==> src/rtl/imem_loader.sv <==
// Boot-time instruction memory loader: packs a byte stream into little-endian words and writes them to consecutive addresses.
// Optional trailing checksum verification is enabled by defining IMEM_LOADER_CHECKSUM_EN.
module imem_loader #(
    parameter int ROW = 256,
    parameter int AW  = $clog2(ROW)
) (
    input  logic          clk,
    input  logic          rst,
    input  logic          start,
    input  logic [AW:0]   load_words,
    input  logic [7:0]    s_data,
    input  logic          s_valid,
    output logic          s_ready,
    output logic          mem_we,
    output logic [AW-1:0] mem_waddr,
    output logic [31:0]   mem_wdata,
    output logic          iready,
    output logic          busy,
    output logic          err
);

    typedef enum logic [2:0] {
        IDLE,
        RECV,
        WRITE,
`ifdef IMEM_LOADER_CHECKSUM_EN
        CHECK,
`endif
        DONE
    } state_t;

    localparam logic [AW:0] ROW_W = (AW+1)'(ROW);

    state_t      state;
    logic [1:0]  byte_cnt;
    logic [AW:0] word_cnt;
    logic [AW:0] len;
    logic [23:0] lanes;
    logic [31:0] word_next;
    logic [AW:0] cnt_next;
    logic        accept;

`ifdef IMEM_LOADER_CHECKSUM_EN
    logic [31:0] sum;
    logic [31:0] exp_sum;
    logic        chk_phase;
`endif

    // The fourth byte is merged directly so the word is ready on the same edge it completes.
    assign word_next = {s_data, lanes};
    assign cnt_next  = word_cnt + 1'b1;
    assign accept    = s_valid && s_ready;

    // NOTE: non-blocking assignments only, so every register updates from its pre-edge value.
    always_ff @(posedge clk) begin
        if (rst) begin
            state     <= IDLE;
            byte_cnt  <= '0;
            word_cnt  <= '0;
            len       <= '0;
            lanes     <= '0;
            s_ready   <= 1'b0;
            mem_we    <= 1'b0;
            mem_waddr <= '0;
            mem_wdata <= '0;
            iready    <= 1'b0;
            busy      <= 1'b0;
            err       <= 1'b0;
`ifdef IMEM_LOADER_CHECKSUM_EN
            sum       <= '0;
            exp_sum   <= '0;
            chk_phase <= 1'b0;
`endif
        end else begin
            // NOTE: mem_we defaults low every cycle, so a write strobe can never stretch to two cycles.
            mem_we <= 1'b0;
            case (state)
                IDLE, DONE: begin
                    if (start) begin
                        if (load_words == '0) begin
                            state  <= DONE;
                            iready <= 1'b1;
                            err    <= 1'b0;
                        end else if (load_words > ROW_W) begin
                            state  <= DONE;
                            iready <= 1'b0;
                            err    <= 1'b1;
                        end else begin
                            len      <= load_words;
                            byte_cnt <= '0;
                            word_cnt <= '0;
                            err      <= 1'b0;
                            iready   <= 1'b0;
                            busy     <= 1'b1;
                            s_ready  <= 1'b1;
                            state    <= RECV;
`ifdef IMEM_LOADER_CHECKSUM_EN
                            sum       <= '0;
                            chk_phase <= 1'b0;
`endif
                        end
                    end
                end

                RECV: begin
                    if (accept) begin
                        byte_cnt <= byte_cnt + 1'b1;
                        case (byte_cnt)
                            2'd0:    lanes[7:0]   <= s_data;
                            2'd1:    lanes[15:8]  <= s_data;
                            2'd2:    lanes[23:16] <= s_data;
                            default: begin
                                s_ready <= 1'b0;
`ifdef IMEM_LOADER_CHECKSUM_EN
                                if (chk_phase) begin
                                    exp_sum <= word_next;
                                    state   <= CHECK;
                                end else begin
                                    mem_we    <= 1'b1;
                                    mem_waddr <= word_cnt[AW-1:0];
                                    mem_wdata <= word_next;
                                    sum       <= sum + word_next;
                                    state     <= WRITE;
                                end
`else
                                mem_we    <= 1'b1;
                                mem_waddr <= word_cnt[AW-1:0];
                                mem_wdata <= word_next;
                                state     <= WRITE;
`endif
                            end
                        endcase
                    end
                end

                WRITE: begin
                    word_cnt <= cnt_next;
                    if (cnt_next < len) begin
                        s_ready <= 1'b1;
                        state   <= RECV;
                    end else begin
`ifdef IMEM_LOADER_CHECKSUM_EN
                        chk_phase <= 1'b1;
                        s_ready   <= 1'b1;
                        state     <= RECV;
`else
                        busy   <= 1'b0;
                        iready <= 1'b1;
                        state  <= DONE;
`endif
                    end
                end

`ifdef IMEM_LOADER_CHECKSUM_EN
                CHECK: begin
                    busy  <= 1'b0;
                    state <= DONE;
                    if (sum == exp_sum) begin
                        iready <= 1'b1;
                    end else begin
                        err <= 1'b1;
                    end
                end
`endif

                default: state <= IDLE;
            endcase
        end
    end

endmodule

==> config.mk <==
export PLATFORM = sky130hd
export DESIGN_NAME = imem_loader
export DESIGN_NICKNAME = d
export VERILOG_FILES = /design/src/rtl/imem_loader.sv
export SDC_FILE = /design/constraint.sdc
export NUM_CORES = 1
export LEC_CHECK = 0
export BUFFER_PORTS_ARGS = -buffer_cell sky130_fd_sc_hd__buf_2
export CAP_MARGIN = 10
export CORE_MARGIN = 5
export CORE_UTILIZATION = 50
export DETAILED_ROUTE_END_ITERATION = 7
export PLACE_DENSITY = 0.78
export SKIP_CTS_REPAIR_TIMING = 1
export SLEW_MARGIN = 30
export SYNTH_ARGS = -nofsm -noshare
export SYNTH_HDL_FRONTEND = slang
export SYNTH_SLANG_ARGS = --single-unit
==> constraint.sdc <==
create_clock -name clk -period 5.9 [get_ports clk]
set_clock_uncertainty 0.1 [all_clocks]
set_input_delay 0.885 -clock clk [delete_from_list [all_inputs] [get_ports clk]]
set_output_delay 0.885 -clock clk [all_outputs]
set_load 0.05 [all_outputs]
# Word level (Yosys, flattened, before mapping)
# Index checks and enable logic that the tools add are counted.
dict set report word_totals {
  ff_bits 92
  inputBits 21
  word_cells 89
}
dict set report op_classes {
  n_addsub 2
  n_lt_le_gt_ge 2
  n_eq_ne 12
  muxes 32
  bitwise_logic 5
  reduce_logical 22
}
# cell count
set ops {}
lappend ops {{$mux W9} 3}
lappend ops {{$pmux W9 S2} 1}
lappend ops {{$reduce_and A3 Y1} 6}
lappend ops {{$mux W2} 7}
lappend ops {{$ne A2 B2 Y1 const B} 7}
lappend ops {{$mux W1} 13}
lappend ops {{$reduce_and A5 Y1} 2}
lappend ops {{$add A9 B1 Y9 const B} 1}
lappend ops {{$gt A9 B9 Y1 const B} 1}
lappend ops {{$logic_not A9 Y1} 1}
lappend ops {{$lt A9 B9 Y1} 1}
lappend ops {{$mux W3} 3}
lappend ops {{$pmux W3 S3} 1}
lappend ops {{$reduce_and A4 Y1} 2}
lappend ops {{$reduce_and A7 Y1} 1}
lappend ops {{$eq A3 B2 Y1 const B} 2}
lappend ops {{$reduce_or A3 Y1} 2}
lappend ops {{$not A1 Y1} 5}
lappend ops {{$pmux W1 S2} 2}
lappend ops {{$pmux W2 S2} 1}
lappend ops {{$reduce_bool A2 Y1} 2}
lappend ops {{$eq A3 B1 Y1 const B} 1}
lappend ops {{$logic_not A3 Y1} 1}
lappend ops {{$pmux W1 S3} 1}
lappend ops {{other kinds (8)} 8}

# Longest topological paths before layout
# Gate-level depths: netlist of the first run.
dict set report logic_depth {
  word_depth 5
  mapped_depth 9
  depth_no_buf 9
}

# Least setup slack after synthesis of the first run
# OpenSTA, ideal clock, no wires.
dict set report synth_path {
  kind {input to register}
  startpoint {input port load_words[0]}
  endpoint {register s_ready}
  setup_ns 0.123
  arrival_time_ns 2.620
  t_required_ns 5.677
  slack_ns 3.057
  cell_stages 8
  n_path_buf 1
  path_cell_list {nor4_1 nand2_1 ha_1 or3b_1 buf_2 a22o_1 a211oi_2 mux2_1}
}
dict set report synth_between {
  elab_chain_cells 3
  elab_cells_between_ends 5
  classes_between {order compare (1); eq/ne (2); reduce/logical (2)}
}
# item line_no
set synth_lines {}
lappend synth_lines {{start: declaration} 10} ;# input logic [AW:0] load_words,
lappend synth_lines {{$gt A9 B9 Y1 / $logic_not A9 Y1 (equally long branches)} {84, 80}}
lappend synth_lines {{$ne A2 B2 Y1 (no source line)} -}
lappend synth_lines {{$reduce_and A7 Y1 (no source line) (*)} -}
lappend synth_lines {{end signal: assignment} 95} ;# s_ready <= 1'b1;
lappend synth_lines {{end signal: assignment} 113} ;# s_ready <= 1'b0;
lappend synth_lines {{end signal: assignment} 139} ;# s_ready <= 1'b1;
lappend synth_lines {{end: declaration} 13} ;# output logic s_ready,
# Every way passes the cells marked *; elsewhere a longest branch is shown, timed or not.
# A chain may end at the register's enable or synchronous reset.

# Worst setup path after layout of the first run
# Same ends and word-level chain as after synthesis.

==> metrics.csv, run 1 <==
stage,metric,value,unit
timing,worst_slew_pin_slew,0.879,ns
worst_setup_path,crit_family,simple AND/OR/NAND/NOR gates,
worst_setup_path,cp.depth,8,
timing,setup_viol,0,
placed_design,gp_congestion,0.845,
yosys,netlist_area,0.00388,sq mm
floorplanning,core,0.00765,sq mm
routing,avgRoutedWirePerCell,13.6,um
yosys,yosysTopAreaCell,dfxtp_1,
power_and_ir_drop,p_clk_share,29.9,%
timing,tns,0,ns
power_and_ir_drop,p_seq_share,48.8,%
yosys,synth_mux_area_share,1.06,%
routing,dr.pass1.iters,5,
yosys,syn_area_per_cell,7.75,sq um
timing,fmax,0.351,GHz
yosys,synth_top_family_by_area,simple AND/OR/NAND/NOR gates,
floorplanning,fp.dieW,98.1,um
cts,cts_sinks,91,
worst_setup_path,end_kind,flop,
final_layout,seqCellArea,0.00182,sq mm
cts,htreeDepth,3,
routing,via_count,3472,
cts,cts_root_buf,clkbuf_8,
yosys,synthXorXnorAreaFrac,1.58,%
yosys,synthAdderAreaFrac,5.81,%
timing,slew_violations,0,
worst_setup_path,required,6.04,ns
global_route,grt_pass1_wl,14.7,mm
routing,totalWireLength,8.88,mm
worst_setup_path,worstSetupStartpointType,primary input,
routing,postRouteAntennaNets,0,
yosys,yosysMostFrequentCell,nand2_1,
yosys,netlist_instances,500,
cts,clkLatencyLatePin,0.36,ns
power_and_ir_drop,sw_frac_of_total,33.5,%
worst_setup_path,arrival,2.99,ns
global_route,track_usage,18.6,%
power_and_ir_drop,p_leak,1.73,nW
outcome,outcome,finished clean,
final_layout,syn_to_final_growth,14.0,%
yosys,synth_cell_types,40,
routing,drcViolationCount,0,
cts,cts_tree,yes,
yosys,synth.area.top_cells,"dfxtp_1, nand2_1, a21oi_1",
cts,cts_buffers,9,
final_layout,multi_input_area,0.00186,sq mm
final_layout,finalNetCount,587,
timing,slew-limit-headroom,39.8,%
yosys,yosysWarnings,0,
timing,hold_viol,0,
timing,finalCritPeriodShare,48.3,%
worst_setup_path,path_class,primary input to flop,
worst_setup_path,worst-path-buf-inv,1,
worst_setup_path,path_max_fanout,6,
global_route,grt_max_degree,91,
yosys,synth_ff_type,dfxtp_1,
job,drv_cap,0,
global_route,grt_pass1_vias,3216,
timing,finalCriticalPeriod,2.85,ns
placed_design,hpwl,6.39,mm
timing,rsz0062_at_grt,false,
final_layout,drive_gt1_share,15.7,%
min_path,hold_class,flop to flop,
yosys,synth_compound_area_share,16.6,%
floorplanning,rows,32,
worst_setup_path,r2r_cells,9,
floorplanning,start_util,50.7,%
power_and_ir_drop,power_density,308,mW/mm^2
worst_setup_path,cpPeakStageDelay,0.48,ns
power_and_ir_drop,power_report.internal_total,0.906,mW
worst_setup_path,cpMaxStageDelayCell,or3b_1,
power_and_ir_drop,finalPower,1.36,mW
routing,drtIter0Drc,146,
power_and_ir_drop,p_switching,0.455,mW
placed_design,io_buffers,65,
cts,clockBufferDepth,2,
yosys,synth-async-reset-ratio,0,%
yosys,synth_nets,539,
yosys,synth_edf_count,0,
final_layout,n_fill_cell,727,
yosys,synth_top_cell_area_share,47.0,%
routing,vias_per_cell,5.30,
min_path,min_path_cells,2,
power_and_ir_drop,vdd_drop_max,151,uV
yosys,synth_commonest_cells,"nand2_1, dfxtp_1, a21oi_1, clkbuf_1, ha_1",
worst_setup_path,path_cells,buf_2 -> nor4_1 -> nand2_1 -> ha_1 -> or3b_1 -> a22o_1 -> a211oi_2 -> mux2_1,
floorplanning,ios,66,
final_layout,diodes,0,
yosys,ys_seq_area_share,47.0,%
cts,cts.clk_slew.worst_paths,0.09,ns
yosys,synth-seq-cells,91,
power_and_ir_drop,power_frac_comb,21.3,%
floorplanning,die_area,0.00962,sq mm
global_route,antenna_found_initial,0,
yosys,synthSimpleGateAreaFrac,22.9,%
global_route,grt_remaining_overflow,0,
floorplanning,die_h,98.1,um
-- per-stage QoR --
| step | cell area, sq um | hold WS, ns | cells | util (%) | worst slack (ns) |
|---|---|---|---|---|---|
| after global placement | 4230 | 0.339 | 639 | 55.3 | 2.81 |
| final | 4420 | 0.357 | 655 | 57.8 | 3.05 |
| after CTS | 4420 | 0.360 | 655 | 57.8 | 3.08 |
| after detailed placement | 4230 | 0.345 | 639 | 55.3 | 2.74 |
| after floorplan | 3880 | 0.332 | 500 | - | 3.06 |
| after global routing | 4420 | 0.378 | 655 | 57.8 | 2.89 |
-- power by group through the flow --
stage	Combinational [mW]	Sequential [mW]	Clock [mW]
2_1_floorplan	0.198	0.704	0
3_3_place_gp	0.276	0.678	0
3_5_place_dp	0.286	0.679	0
4_1_cts	0.288	0.665	0.419
5_1_grt	0.321	0.668	0.447
6_report	0.289	0.664	0.407
-- registers in the layout, indices dropped and copies added (netlist names), 2 cells and up --
register	count
byte_cnt	2
lanes	24
len	9
mem_waddr	8
mem_wdata	32
state	2
word_cnt	9
-- cells by family after synthesis --
| kind of cell | Yosys count |
|---|---|
| AO/OA/AOI/OAI | 116 |
| XOR/XNOR | 7 |
| adder cells (fa/ha/maj) | 18 |
| buffers and inverters | 49 |
| flip-flops | 91 |
| multiplexers | 4 |
| AND/OR/NAND/NOR | 215 |
-- layout make-up --
type	instances	share of cell area [%]
repair buffers	68	7.87
clock inverters	7	1.61
well taps	102	2.89
inverters	18	1.53
clock buffers	9	2.80
flip-flops and latches	91	41.2
multi-input cells	360	42.1
-- layout by cell type, fill, tap and decap left out, drive strengths merged, types with 2 or more instances in the layout --
master and instances:
xnor2 2, nor2b 2, xor2 5, nor3 3, a211oi 7, nand4 2, and3 2, buf 68
nand3 11, a21oi 88, nand2 166, inv 20, o21ai 9, nor2 13, and2 8, clkinv 3
mux2i 3, nor4 2, o21a 2, clkbuf 9, a32o 2, clkinvlp 2, ha 18, nand3b 3
or3b 2, dfxtp 91
-- worst register-to-register path, cell delays in order (launching register included) --
cell      delay (ns)
dfxtp_1         0.48
ha_1            0.31
nand2_1         0.12
nor3_1          0.24
xor2_1          0.28
ha_1            0.32
a21oi_1         0.19
o22ai_1         0.11
a211oi_2        0.23
mux2_1          0.34
-- routing by layer --
metal | global-route usage [%] | routed length (um) | part of all wire, % | vias up
li1 | - | - | - | 1753
met2 | 31.0 | 4320 | 49 | 98
met1 | 23.1 | 3790 | 43 | 1603
met5 | 0 | 0 | 0 | -
met3 | 4.00 | 572 | 6.4 | 18
met4 | 8.20 | 199 | 2.2 | 0
-- final timing paths --
path | start | endpoint | slack (ns)
hold / removal | mem_wdata[22] | mem_wdata[22] | 0.36
setup reg to reg | word_cnt[0] | s_ready | 3.08
setup / recovery | load_words[0] | s_ready | 3.05
hold reg to reg | mem_wdata[22] | mem_wdata[22] | 0.36
Note: power is estimated with default switching activity, not from simulation.
==> run 2: changes to the inputs <==
Clock period 5.9 ns to 2.66 ns, I/O delays scaled along.
==> run 2 against run 1 <==
  * Sequential share of layout area is 0.72 points lower
  * Combinational power rose by 140%
  * Routed wire length grew 1.1%
  * Global-route usage is 0.30 points higher
  * Final area up 1.9%
  * Worst setup slack worse by 2.9 ns
  * First-iteration DRC count up 16%
  * Power up 130%
  * Critical path type is now flop to flop
  * Count of clock-buffer cells in the layout is the same
  * Final cell count up 1.4%
  * Worst hold slack got worse by 0.18 ns
  * Die area unchanged
==> metrics.csv, run 2 (synthesis results as in run 1) <==
stage,metric,value,unit,change
outcome,outcome,finished clean,,unchanged
timing,setup_viol,0,,unchanged
cts,htreeDepth,3,,unchanged
worst_setup_path,arrival,2.65,ns,was 2.99 ns
cts,clkLatencyLatePin,0.36,ns,about the same
floorplanning,core,0.00765,sq mm,unchanged
global_route,grt_max_degree,61,,was 91
cts,cts_buffers,9,,unchanged
final_layout,syn_to_final_growth,16.2,%,was 14.0%
power_and_ir_drop,power_report.internal_total,2.04,mW,was 0.906 mW
floorplanning,die_area,0.00962,sq mm,unchanged
worst_setup_path,r2r_cells,9,,unchanged
power_and_ir_drop,p_seq_share,48.1,%,was 48.8%
timing,finalCriticalPeriod,2.49,ns,
timing,holdWs,0.177,ns,was 0.357 ns
global_route,grt_remaining_overflow,0,,unchanged
final_layout,largest_register_ffs,32,,unchanged
worst_setup_path,end_kind,flop,,unchanged
floorplanning,rows,32,,unchanged
min_path,min_path_cells,3,,was 2
final_layout,layout_common_cells,"nand2_1, dfxtp_1, a21oi_1",,unchanged
floorplanning,die_h,98.1,um,unchanged
power_and_ir_drop,p_switching,1.03,mW,was 0.455 mW
final_layout,top_register,mem_wdata,,unchanged
routing,totalWireLength,8.98,mm,was 8.88 mm
worst_setup_path,required,2.81,ns,was 6.04 ns
global_route,track_usage,18.9,%,was 18.6%
routing,dr.pass1.iters,5,,unchanged
timing,slew-limit-headroom,42.6,%,was 39.8%
routing,postRouteAntennaNets,0,,unchanged
cts,cts.clk_slew.worst_paths,0.10,ns,was 0.09 ns
placed_design,place_ws,0.111,ns,was 2.74 ns
cts,cts_tree,yes,,unchanged
routing,drcViolationCount,0,,unchanged
timing,worst_slew_pin_slew,0.837,ns,was 0.879 ns
timing,slew_violations,0,,unchanged
placed_design,hpwl,6.63,mm,was 6.39 mm
power_and_ir_drop,power_density,681,mW/mm^2,was 308 mW/mm^2
worst_setup_path,path_class,flop to flop,,was primary input to flop
worst_setup_path,worst-path-buf-inv,0,,was 1
min_path,hold_class,primary input to flop,,was flop to flop
worst_setup_path,path_common_cell,ha_1,,
power_and_ir_drop,power_frac_comb,22.2,%,was 21.3%
min_path,hold_end,len[3],,was mem_wdata[22]
final_layout,drive_gt1_share,18.0,%,was 15.7%
final_layout,fin_cells,664,,was 655
floorplanning,ios,66,,unchanged
routing,drtIter0Drc,169,,was 146
power_and_ir_drop,sw_frac_of_total,33.6,%,was 33.5%
routing,avgRoutedWirePerCell,13.5,um,was 13.6 um
timing,hold_viol,0,,unchanged
timing,finalCritPeriodShare,93.7,%,
timing,worst_slack,0.168,ns,was 3.05 ns
routing,via_count,3506,,"was 3,472"
cts,clockBufferDepth,2,,unchanged
global_route,grt_pass1_vias,3361,,"was 3,216"
power_and_ir_drop,p_clk_share,29.7,%,was 29.9%
final_layout,diodes,0,,unchanged
worst_setup_path,cpPeakStageDelay,0.39,ns,was 0.48 ns
job,drv_cap,0,,unchanged
cts,cts_root_buf,clkbuf_8,,unchanged
worst_setup_path,rr_startpoint,word_cnt[0],,unchanged
cts,cts_sinks,91,,unchanged
worst_setup_path,crit_family,compound AO/OA/AOI/OAI gates,,was simple AND/OR/NAND/NOR gates
power_and_ir_drop,p_leak,1.78,nW,was 1.73 nW
final_layout,finalNetCount,596,,was 587
routing,vias_per_cell,5.28,,was 5.30
worst_setup_path,path_max_fanout,6,,unchanged
floorplanning,fp.dieW,98.1,um,unchanged
final_layout,reg_top3,"mem_wdata: 32 flops, lanes: 24 flops",,unchanged
worst_setup_path,r2r_slack,0.17,ns,was 3.08 ns
placed_design,placed_cells,648,,was 639
floorplanning,start_util,50.7,%,unchanged
global_route,grt_pass1_wl,15.1,mm,was 14.7 mm
final_layout,layout_commonest_cell,nand2_1,,unchanged
worst_setup_path,worstSetupStartpointType,flop,,was primary input
worst_setup_path,timing.rr.end,s_ready,,unchanged
placed_design,io_buffers,65,,unchanged
power_and_ir_drop,finalPower,3.07,mW,was 1.36 mW
power_and_ir_drop,vdd_drop_max,362,uV,was 151 uV
global_route,antenna_found_initial,0,,unchanged
worst_setup_path,cpMaxStageDelayCell,dfxtp_2,,was or3b_1
min_path,min_from,load_words[3],,was mem_wdata[22]
placed_design,gp_congestion,0.864,,was 0.845
timing,fmax,0.401,GHz,
worst_setup_path,path_cells,ha_1 -> nand2_1 -> nor3_1 -> xor2_1 -> ha_1 -> a21oi_1 -> o22ai_1 -> a211oi_2 -> mux2_1,,was buf_2 -> nor4_1 -> nand2_1 -> ha_1 -> or3b_1 -> a22o_1 -> a211oi_2 -> mux2_1
timing,tns,0,ns,unchanged
timing,rsz0062_at_grt,false,,unchanged
## run 2: cell count changes in the layout (fill, tap and decap cells not counted), moves of 2 or more
cell	previous run	this run
buf_4	3	12
dfxtp_1	91	89
dfxtp_2	0	2
inv_8	2	4
## run 2: worst register-to-register path, cell delays in order, from the launching register on
cell and delay (ns):
dfxtp_2 0.39, ha_1 0.18, nand2_1 0.10, nor3_1 0.22, xor2_1 0.23, ha_1 0.31
a21oi_1 0.19, o22ai_1 0.11, a211oi_2 0.23, mux2_1 0.33
## run 2: worst max-delay path by stage
| stage | start | end | slack, ns | cells past startpoint |
|---|---|---|---|---|
| finish | word_cnt[0] | s_ready | 0.17 | 9 |
| global route | word_cnt[0] | s_ready | 0.03 | 9 |
| CTS | word_cnt[0] | s_ready | 0.10 | 9 |
| detailed placement | word_cnt[0] | state[1] | 0.11 | 9 |
| global placement | load_words[0] | s_ready | 0.14 | 8 |
| floorplan | word_cnt[0] | s_ready | 0.25 | 9 |
## run 2: layer usage
layer	up-vias	global-route usage, %	wire length (um)
li1	1769	-	-
met1	1629	23.1	4030
met2	91	32.3	4290
met3	17	3.93	503
met4	0	7.88	166
met5	-	0	0
## run 2: through the flow
stage | instance area, sq um | util (%)
global route | 4510 | 58.9
detailed placement | 4290 | 56.1
global placement | 4290 | 56.1
floorplan | 3880 | -
CTS | 4490 | 58.7
finish | 4510 | 58.9
## run 2: final cells by class
class	count	area, sq um
Multi-Input combinational cell	360	1880
Inverter	18	67.6
Clock inverter	7	70.1
Fill cell	720	3140
Sequential cell	91	1820
Tap cell	102	128
Timing Repair Buffer	77	415
Clock buffer	9	124
## run 2: power by group through the flow
| stage | registers (mW) | clock network (mW) | logic [mW] |
|---|---|---|---|
| after global placement | 1.50 | 0 | 0.643 |
| after CTS | 1.47 | 0.935 | 0.671 |
| after global routing | 1.48 | 1.00 | 0.745 |
| final | 1.48 | 0.912 | 0.682 |
| after detailed placement | 1.51 | 0 | 0.668 |
| after floorplan | 1.56 | 0 | 0.438 |
